### src/rtl/led_matrix_pwm_scanner.sv
// Row-scanned LED-matrix PWM driver with frame buffer and four latched run modes (display, pixel walk, row walk, breathing).
// Latency: outputs are registered one clk after the scan counters; the first pattern appears one clk after busy rises.
// Backpressure: none; start is honoured only in IDLE, abort wins over start and completion, frame-buffer writes are always accepted.
//
// Ports: clk/rst_n (async active-low); start/abort/mode run control with busy/done status;
//        wr_en/wr_row/wr_col/wr_data frame-buffer write port; row_anode (one-hot) and
//        column_cell (column c, channel k at bit c*P_CH_NUM+k) drive the matrix pins.
// Optional: define BLANKING_EN to insert a P_BLANK_CYCLES all-dark gap at every row change.
module led_matrix_pwm_scanner #(
    parameter int P_ROW_NUM      = 8,
    parameter int P_COL_NUM      = 8,
    parameter int P_CH_NUM       = 3,
    parameter int P_PWM_BITS     = 8,
    parameter int P_TICK_DIV     = 50,
    parameter int P_BLANK_CYCLES = 16
) (
    input  logic                                                clk,
    input  logic                                                rst_n,
    input  logic                                                start,
    input  logic                                                abort,
    input  logic [1:0]                                          mode,
    input  logic                                                wr_en,
    input  logic [((P_ROW_NUM > 1) ? $clog2(P_ROW_NUM) : 1)-1:0] wr_row,
    input  logic [((P_COL_NUM > 1) ? $clog2(P_COL_NUM) : 1)-1:0] wr_col,
    input  logic [P_CH_NUM*P_PWM_BITS-1:0]                      wr_data,
    output logic [P_ROW_NUM-1:0]                                row_anode,
    output logic [P_COL_NUM*P_CH_NUM-1:0]                       column_cell,
    output logic                                                busy,
    output logic                                                done
);
    localparam int RW      = (P_ROW_NUM > 1) ? $clog2(P_ROW_NUM) : 1;
    localparam int CLW     = (P_COL_NUM > 1) ? $clog2(P_COL_NUM) : 1;
    localparam int DW      = P_CH_NUM * P_PWM_BITS;
    localparam int NCELL   = P_COL_NUM * P_CH_NUM;
    // One counter serves both the tick divider and the blank timer; the two never run together.
    localparam int CNT_MAX = (P_TICK_DIV > P_BLANK_CYCLES) ? P_TICK_DIV : P_BLANK_CYCLES;
    localparam int DCW     = $clog2(CNT_MAX + 1);

`ifdef BLANKING_EN
    typedef enum logic [1:0] {S_IDLE, S_RUN, S_BLANK, S_DONE} state_t;
`else
    typedef enum logic [1:0] {S_IDLE, S_RUN, S_DONE} state_t;
`endif

    state_t                state;
    logic [1:0]            mode_q;
    logic [DCW-1:0]        div_cnt;
    logic [P_PWM_BITS-1:0] pwm_cnt;
    logic [RW-1:0]         row_idx;
    logic [CLW-1:0]        walk_col;
    logic [P_PWM_BITS-1:0] breath_d;
    logic                  breath_fall;
`ifdef BLANKING_EN
    logic                  fin_pend;
`endif
    logic [DW-1:0]         fb [P_ROW_NUM][P_COL_NUM];

    logic                  tick;
    logic                  row_last;
    logic                  col_last;
    logic                  run_last;
    logic                  wr_ok;
    logic [RW-1:0]         row_next;
    logic [P_ROW_NUM-1:0]  row_oh;
    logic [NCELL-1:0]      lit;

    assign tick     = (div_cnt == DCW'(P_TICK_DIV - 1));
    assign row_last = (row_idx == RW'(P_ROW_NUM - 1));
    assign col_last = (walk_col == CLW'(P_COL_NUM - 1));
    assign row_next = row_last ? '0 : row_idx + 1'b1;
    assign wr_ok    = wr_en && (int'(wr_row) < P_ROW_NUM) && (int'(wr_col) < P_COL_NUM);

    // True on the row period that ends the run (mode 0 never ends by itself).
    always_comb begin
        run_last = 1'b0;
        case (mode_q)
            2'd1:    run_last = row_last && col_last;
            2'd2:    run_last = row_last;
            2'd3:    run_last = row_last && breath_fall && (breath_d == '0);
            default: run_last = 1'b0;
        endcase
    end

    always_comb begin
        row_oh = '0;
        lit    = '0;
        for (int r = 0; r < P_ROW_NUM; r++) begin
            row_oh[r] = (row_idx == RW'(r));
        end
        for (int c = 0; c < P_COL_NUM; c++) begin
            for (int k = 0; k < P_CH_NUM; k++) begin
                case (mode_q)
                    2'd0:    lit[c*P_CH_NUM+k] = fb[row_idx][c][k*P_PWM_BITS +: P_PWM_BITS] > pwm_cnt;
                    2'd1:    lit[c*P_CH_NUM+k] = (walk_col == CLW'(c));
                    2'd2:    lit[c*P_CH_NUM+k] = 1'b1;
                    default: lit[c*P_CH_NUM+k] = breath_d > pwm_cnt;
                endcase
            end
        end
    end

    always_ff @(posedge clk or negedge rst_n) begin
        if (!rst_n) begin
            state       <= S_IDLE;
            mode_q      <= '0;
            div_cnt     <= '0;
            pwm_cnt     <= '0;
            row_idx     <= '0;
            walk_col    <= '0;
            breath_d    <= '0;
            breath_fall <= 1'b0;
`ifdef BLANKING_EN
            fin_pend    <= 1'b0;
`endif
            row_anode   <= '0;
            column_cell <= '0;
            busy        <= 1'b0;
            done        <= 1'b0;
            for (int r = 0; r < P_ROW_NUM; r++) begin
                for (int c = 0; c < P_COL_NUM; c++) begin
                    fb[r][c] <= '0;
                end
            end
        end else begin
            done <= 1'b0;
            if (wr_ok) begin
                fb[wr_row][wr_col] <= wr_data;
            end
            if (abort && (state != S_IDLE)) begin
                state       <= S_IDLE;
                busy        <= 1'b0;
                row_anode   <= '0;
                column_cell <= '0;
            end else begin
                case (state)
                    S_IDLE: begin
                        if (start && !abort) begin
                            state       <= S_RUN;
                            mode_q      <= mode;
                            div_cnt     <= '0;
                            pwm_cnt     <= '0;
                            row_idx     <= '0;
                            walk_col    <= '0;
                            breath_d    <= '0;
                            breath_fall <= 1'b0;
                            busy        <= 1'b1;
                        end
                    end
                    S_RUN: begin
                        row_anode   <= row_oh;
                        column_cell <= lit;
                        if (!tick) begin
                            div_cnt <= div_cnt + 1'b1;
                        end else begin
                            div_cnt <= '0;
                            pwm_cnt <= pwm_cnt + 1'b1;
                            if (pwm_cnt == '1) begin
                                // Row-period wrap: step the scan position for the latched mode.
                                if (mode_q == 2'd1) begin
                                    if (col_last) begin
                                        walk_col <= '0;
                                        row_idx  <= row_next;
                                    end else begin
                                        walk_col <= walk_col + 1'b1;
                                    end
                                end else begin
                                    row_idx <= row_next;
                                end
                                // Breathing duty moves once per frame: up to full scale, then back down.
                                if ((mode_q == 2'd3) && row_last) begin
                                    if (!breath_fall) begin
                                        if (breath_d == '1) begin
                                            breath_fall <= 1'b1;
                                            breath_d    <= breath_d - 1'b1;
                                        end else begin
                                            breath_d <= breath_d + 1'b1;
                                        end
                                    end else if (breath_d != '0) begin
                                        breath_d <= breath_d - 1'b1;
                                    end
                                end
`ifdef BLANKING_EN
                                state       <= S_BLANK;
                                fin_pend    <= run_last;
                                row_anode   <= '0;
                                column_cell <= '0;
`else
                                if (run_last) begin
                                    state       <= S_DONE;
                                    done        <= 1'b1;
                                    row_anode   <= '0;
                                    column_cell <= '0;
                                end
`endif
                            end
                        end
                    end
`ifdef BLANKING_EN
                    S_BLANK: begin
                        if (div_cnt == DCW'(P_BLANK_CYCLES - 1)) begin
                            div_cnt <= '0;
                            if (fin_pend) begin
                                state <= S_DONE;
                                done  <= 1'b1;
                            end else begin
                                // Load the new row's pattern here so the dark gap is exactly the blank length.
                                state       <= S_RUN;
                                row_anode   <= row_oh;
                                column_cell <= lit;
                            end
                        end else begin
                            div_cnt <= div_cnt + 1'b1;
                        end
                    end
`endif
                    S_DONE: begin
                        state <= S_IDLE;
                        busy  <= 1'b0;
                    end
                    default: state <= S_IDLE;
                endcase
            end
        end
    end
endmodule

### config.mk
export PLATFORM = sky130hd
export DESIGN_NAME = led_matrix_pwm_scanner
export DESIGN_NICKNAME = d
export VERILOG_FILES = /design/src/rtl/led_matrix_pwm_scanner.sv
export SDC_FILE = /design/constraint.sdc
export NUM_CORES = 2
export LEC_CHECK = 0
export ABC_AREA = 1
export ABC_CLOCK_PERIOD_IN_PS = 3670
export BUFFER_PORTS_ARGS = -buffer_cell sky130_fd_sc_hd__buf_4
export CORE_MARGIN = 2
export CORE_UTILIZATION = 47
export CTS_CLUSTER_DIAMETER = 50
export CTS_CLUSTER_SIZE = 8
export DETAILED_ROUTE_END_ITERATION = 8
export PLACE_DENSITY = 0.68
export SYNTH_ARGS = -nofsm -noshare
export SYNTH_HDL_FRONTEND = slang
export SYNTH_SLANG_ARGS = --single-unit
### constraint.sdc
create_clock -name clk -period 3.67 [get_ports clk]
set_input_delay 0.5505 -clock clk [delete_from_list [all_inputs] [get_ports clk]]
set_output_delay 0.5505 -clock clk [all_outputs]
set_load 0.01 [all_outputs]
Word level (Yosys, flattened, before mapping):

Index checks and enable logic that the tools add are counted.

* output and inout bits: 34
* word-level logic and storage cells: 266
* register bits: 1603
* bits of input ports: 37

* magnitude comparators: 30
* equal/unequal tests: 33
* muxes and demuxes: 89
* reductions and logical operators: 28
* add/subtract/negate cells: 6
* bitwise operators: 4

Operators with widths (count)
* $bwmux W1536: 1
* $bmux W192 S3: 1
* $demux W192 S3: 1
* $mux W192: 3
* $gt A8 B8 Y1: 25
* $mux W24: 6
* $mux W8: 13
* $pmux W1 S3: 25
* $demux W24 S3: 1
* $pmux W8 S2: 2
* $mux W3: 10
* $eq A3 B3 Y1 const B: 8
* $ne A3 B3 Y1 const B: 6
* $reduce_and A6 Y1: 3
* $add A8 B1 Y8 const B: 2
* $eq A8 B8 Y1 const B: 2
* $mux W1: 13
* $eq A3 B2 Y1 const B: 4
* $ge A4 B4 Y1 const B: 3
* $mux W6: 2
* $not A3 Y4: 3
* $pmux W3 S2: 2
* $pmux W6 S2: 1
* $mux W2: 5
* other kinds (24): 48

Depth between registers and ports, before layout:

* depth in word-level cells: 11
* mapped depth: 21
* depth with buffers taken out: 17

Worst setup path before layout:

No wires, ideal clock.

* kind: flip-flop to flip-flop
* start point: register row_idx[0]
* end point: register column_cell[2]
* path slack: 1.084 ns
* path buffers: 4
* data required time: 3.552 ns
* library setup time: 0.118 ns
* cell stages (with the launch flop): 17
* data arrival time: 2.468 ns
* period minus slack after synthesis: 2.586 ns
* path through: dfrtp_1 -> inv_1 -> buf_2 -> buf_2 -> clkbuf_1 -> clkbuf_1 -> a21oi_1 -> o21ai_0 -> a31oi_1 -> ha_1 -> a21o_1 -> nor2_1 -> nand2_1 -> nand2_1 -> nand2_1 -> nand3_1 -> nand2_1

* cells in the longest elaborated chain, start to end: 11
* elaborated cells between the ends (all ways): 16
* classes of those cells: order compare: 1; eq/ne: 1; mux: 10; bitwise: 1; reduce/logical: 3

RTL lines
* start, declared: RTL line 49 `logic [RW-1:0] row_idx;`
* start signal, assigned: RTL line 162 `row_idx <= row_next;`
* start signal, assigned: RTL line 167 `row_idx <= row_next;`
* $not A3 Y4 (implied by the code): RTL line 93 `2'd0: lit[c*P_CH_NUM+k] = fb[row_idx][c][k*P_PWM_BITS +: P_PWM_BITS] > pwm_cnt;`
* $bmux W192 S3: RTL line 93
* $mux W192 (2 in series)
* $gt A8 B8 Y1: RTL line 93
* $pmux W1 S3: RTL line 92 `case (mode_q)`
* $mux W24: RTL line 188 `if (run_last) begin`
* $mux W24: RTL line 157 `if (pwm_cnt == '1) begin`
* $mux W24 *: RTL line 152 `if (!tick) begin`
* $mux W24 *: RTL line 135 `case (state)`
* $mux W24 *: RTL line 129 `if (abort && (state != S_IDLE)) begin`
* end signal, assigned: RTL line 151 `column_cell <= lit;`
* end, declared: RTL line 27 `output logic [P_COL_NUM*P_CH_NUM-1:0] column_cell,`

Mark *: on every way between the ends. The rest lies on a longest branch, timed or not. The select of a mux whose other input is x is not followed.
A chain may end at the register's enable or synchronous reset.

Worst setup path in the final report:

* start point: register row_idx[1]
* end point: register column_cell[2]

Same word-level chain as after synthesis.

==> impl_metrics.csv <==
group,metric,value,unit
global_route,grt_max_degree,185,
floorplanning,dieArea,165000,um2
layout,seq_area,40100,um2
setup_path,r2r_setup_slack,0.58,ns
setup_path,cp-start-kind,"flip-flop",
synthesis,syn_inst,9339,
drt,wl,242000,um
sta,fin_hold_ws,0.0764,ns
min_path,hold_class,"in2reg",
sta,fin_skew,0.0410,ns
layout,final_nets,9369,
sta,slew_violations,0,
min_path,min_path_cells,3,
power,cellPowerDensity,668,nW/um2
synthesis,async_reset_ff_frac,1.00,
floorplanning,num_rows,147,
floorplanning,ioPinCount,71,
sta,fmax,0.323,GHz
global_route,track_usage,0.296,
setup_path,r2r_cells,14,
drt,drc,0,
power,irDropWorstVdd,563,uV
layout,mostFrequentLayoutCell,"nand2_1",
global_route,grt_pass1_wl,376000,um
layout,drive_gt1_frac,0.0707,
sta,rsz0062_at_grt,"false",
drt,first_pass_iters,6,
synthesis,synth_area,75900,um2
clock_tree,cts_tree,"yes",
sta,period_needed,3.09,ns
sta,tns,0,ns
synthesis,ys_seq_area_frac,0.529,
clock_tree,cts_resized,0,
clock_tree,cts_buffers,223,
sta,timing.slew.headroom,0.313,
global_route,antenna_found_initial,9,
synthesis,postSynthNetCount,9593,
sta,tightest_slew,1.03,ns
placement,dp_hpwl,146000,um
clock_tree,clk_pin_slew_worst_paths,0.06,ns
synthesis,synth.distinct_cells,35,
drt,ant_nets,0,
layout,final_cell_mix,"nand2_1 (2280), o21ai_0 (2178), dfrtp_1 (1599)",
global_route,grt_overflow,0,
synthesis,yosysWarnings,0,
layout,syn_to_final_growth,11.8,%
drt,wire_per_inst,21.4,um
synthesis,synth_area_per_cell,8.13,um2
setup_path,critical_path_required,4.46,ns
drt,vias,65800,
floorplanning,die_h,406,um
clock_tree,clockBufferDepth,3,
setup_path,worst-path-max-fanout,60,
layout,multiInputGateArea,31200,um2
setup_path,arrival,3.89,ns
placement,dp_slack,0.355,ns
clock_tree,clock-sinks,1603,
setup_path,crit_path_end_kind,"flip-flop",
run_status,outcome,"finished, final reports clean",
floorplanning,coreArea,160000,um2
synthesis,synth_flop_cell,"dfrtp_1",
floorplanning,start_util,0.473,
sta,setup_slack,0.575,ns
global_route,grt_pass1_vias,63400,
clock_tree,cts_hold_buffers,4,
layout,fillers,14700,
sta,fin_crit_sh,0.843,
synthesis,ys_ff_latch,1603,
flow_run,drv_cap,0,
power,leakage,39.8,nW
drt,viasPerCell,5.81,
clock_tree,htreeDepth,4,
drt,drt_iter0_markers,7674,
clock_tree,cts_setup_buffers,0,
sta,setup_viol,0,
clock_tree,cts-root-buf,"clkbuf_16",
placement,place_congestion,0.907,
setup_path,critPathKind,"reg2reg",
sta,finalHoldViolations,0,
synthesis,synth_edf_count,0,
floorplanning,fp.dieW,406,um
clock_tree,clk_latency,0.87,ns
placement,io_buffers,70,
==> worst max-delay path, stage by stage, from the launching register on <==
cell and delay, ns:
dfrtp_4 0.57, inv_8 0.39, buf_4 0.35, o21ai_0 0.12, o21ai_0 0.35, nor2_1 0.09, a31oi_1 0.24, ha_1 0.29
nand2_1 0.07, nor2_1 0.05, a21oi_1 0.12, nand2_1 0.07, nand2_1 0.07, nand3_1 0.08, nand2_1 0.10
==> power breakdown <==
part,switching (mW),internal [mW]
sequential,1.41,20.3
clock,7.53,11.0
combinational,10.7,5.78
total,19.7,37.0
==> logic make-up (layout without fill, tap and decap cells) <==
kind of cell,count (synthesis),count (layout),synth area share
AND/OR/NAND/NOR,3287,3287,0.166
AO/OA/AOI/OAI,3042,3042,0.207
flip-flops,1603,1603,0.529
adder cells (fa/ha/maj),217,217,0.0358
buffers and inverters,1180,994,0.0615
other,0,5,0
XOR/XNOR,10,10,0.00115
==> path summary, 6_finish.rpt <==
path                                             start                         end
min in group asynchronous                        rst_n         fb[931]$_DFFE_PN0P_
worst min-delay path                        wr_data[3]        fb[1299]$_DFFE_PN0P_
worst min register to register     fb[185]$_DFFE_PN0P_         fb[185]$_DFFE_PN0P_
worst max register to register  row_idx[1]$_DFFE_PN0P_  column_cell[2]$_DFFE_PN0P_
max in group asynchronous                        rst_n         fb[686]$_DFFE_PN0P_
worst max-delay path            row_idx[1]$_DFFE_PN0P_  column_cell[2]$_DFFE_PN0P_
==> through the flow <==
| stage | utilization | cells | area [um2] | power, mW |
|---|---|---|---|---|
| after floorplan | - | 9339 | 75900 | 32.6 |
| after global routing | 0.529 | 11300 | 84900 | 60.2 |
| after detailed placement | 0.491 | 11000 | 78700 | 38.1 |
| final | 0.529 | 11300 | 84900 | 56.7 |
| after global placement | 0.491 | 11000 | 78700 | 37.7 |
| after CTS | 0.529 | 11300 | 84900 | 56.7 |
==> final cells by class <==
cell class / instances / share of cell area
Inverter: 402 / 0.0181
Antenna cell: 5 / 0.000147
Clock buffer: 244 / 0.0679
Timing Repair Buffer: 329 / 0.0379
Tap cell: 2160 / 0.0318
Clock inverter: 19 / 0.00377
Sequential cell: 1603 / 0.473
Multi-Input combinational cell: 6556 / 0.368
==> per-layer routing <==
layer	up-vias	part of all wire	global-route usage
li1	30400	-	-
met1	32000	0.42	0.398
met2	2948	0.44	0.459
met3	498	0.10	0.0715
met4	8	0.039	0.121
met5	-	0.00023	0
==> Yosys cell counts (15+ instances only) <==
cell	instances	share of area
clkinv_1	26	0.0013
nand2_1	2281	0.11
o221ai_1	18	0.0021
buf_2	159	0.010
o21ai_1	158	0.010
a31oi_1	88	0.0073
o21ai_0	2178	0.14
dfrtp_1	1603	0.53
ha_1	217	0.036
a21o_1	25	0.0025
nand3_1	65	0.0043
clkbuf_1	570	0.028
nand4_1	15	0.0012
inv_1	370	0.018
o22ai_1	180	0.015
buf_1	39	0.0019
nor2_1	902	0.045
a21oi_1	392	0.026
==> registers in the layout, indices dropped and copies added, names as in the netlist <==
name / flops
div_cnt: 6
walk_col: 3
state: 2
row_idx: 3
breath_fall: 1
busy: 1
row_anode: 8
column_cell: 24
done: 1
fb: 1536
breath_d: 8
mode_q: 2
pwm_cnt: 8
No activity file was read; power rests on OpenSTA's default activity.
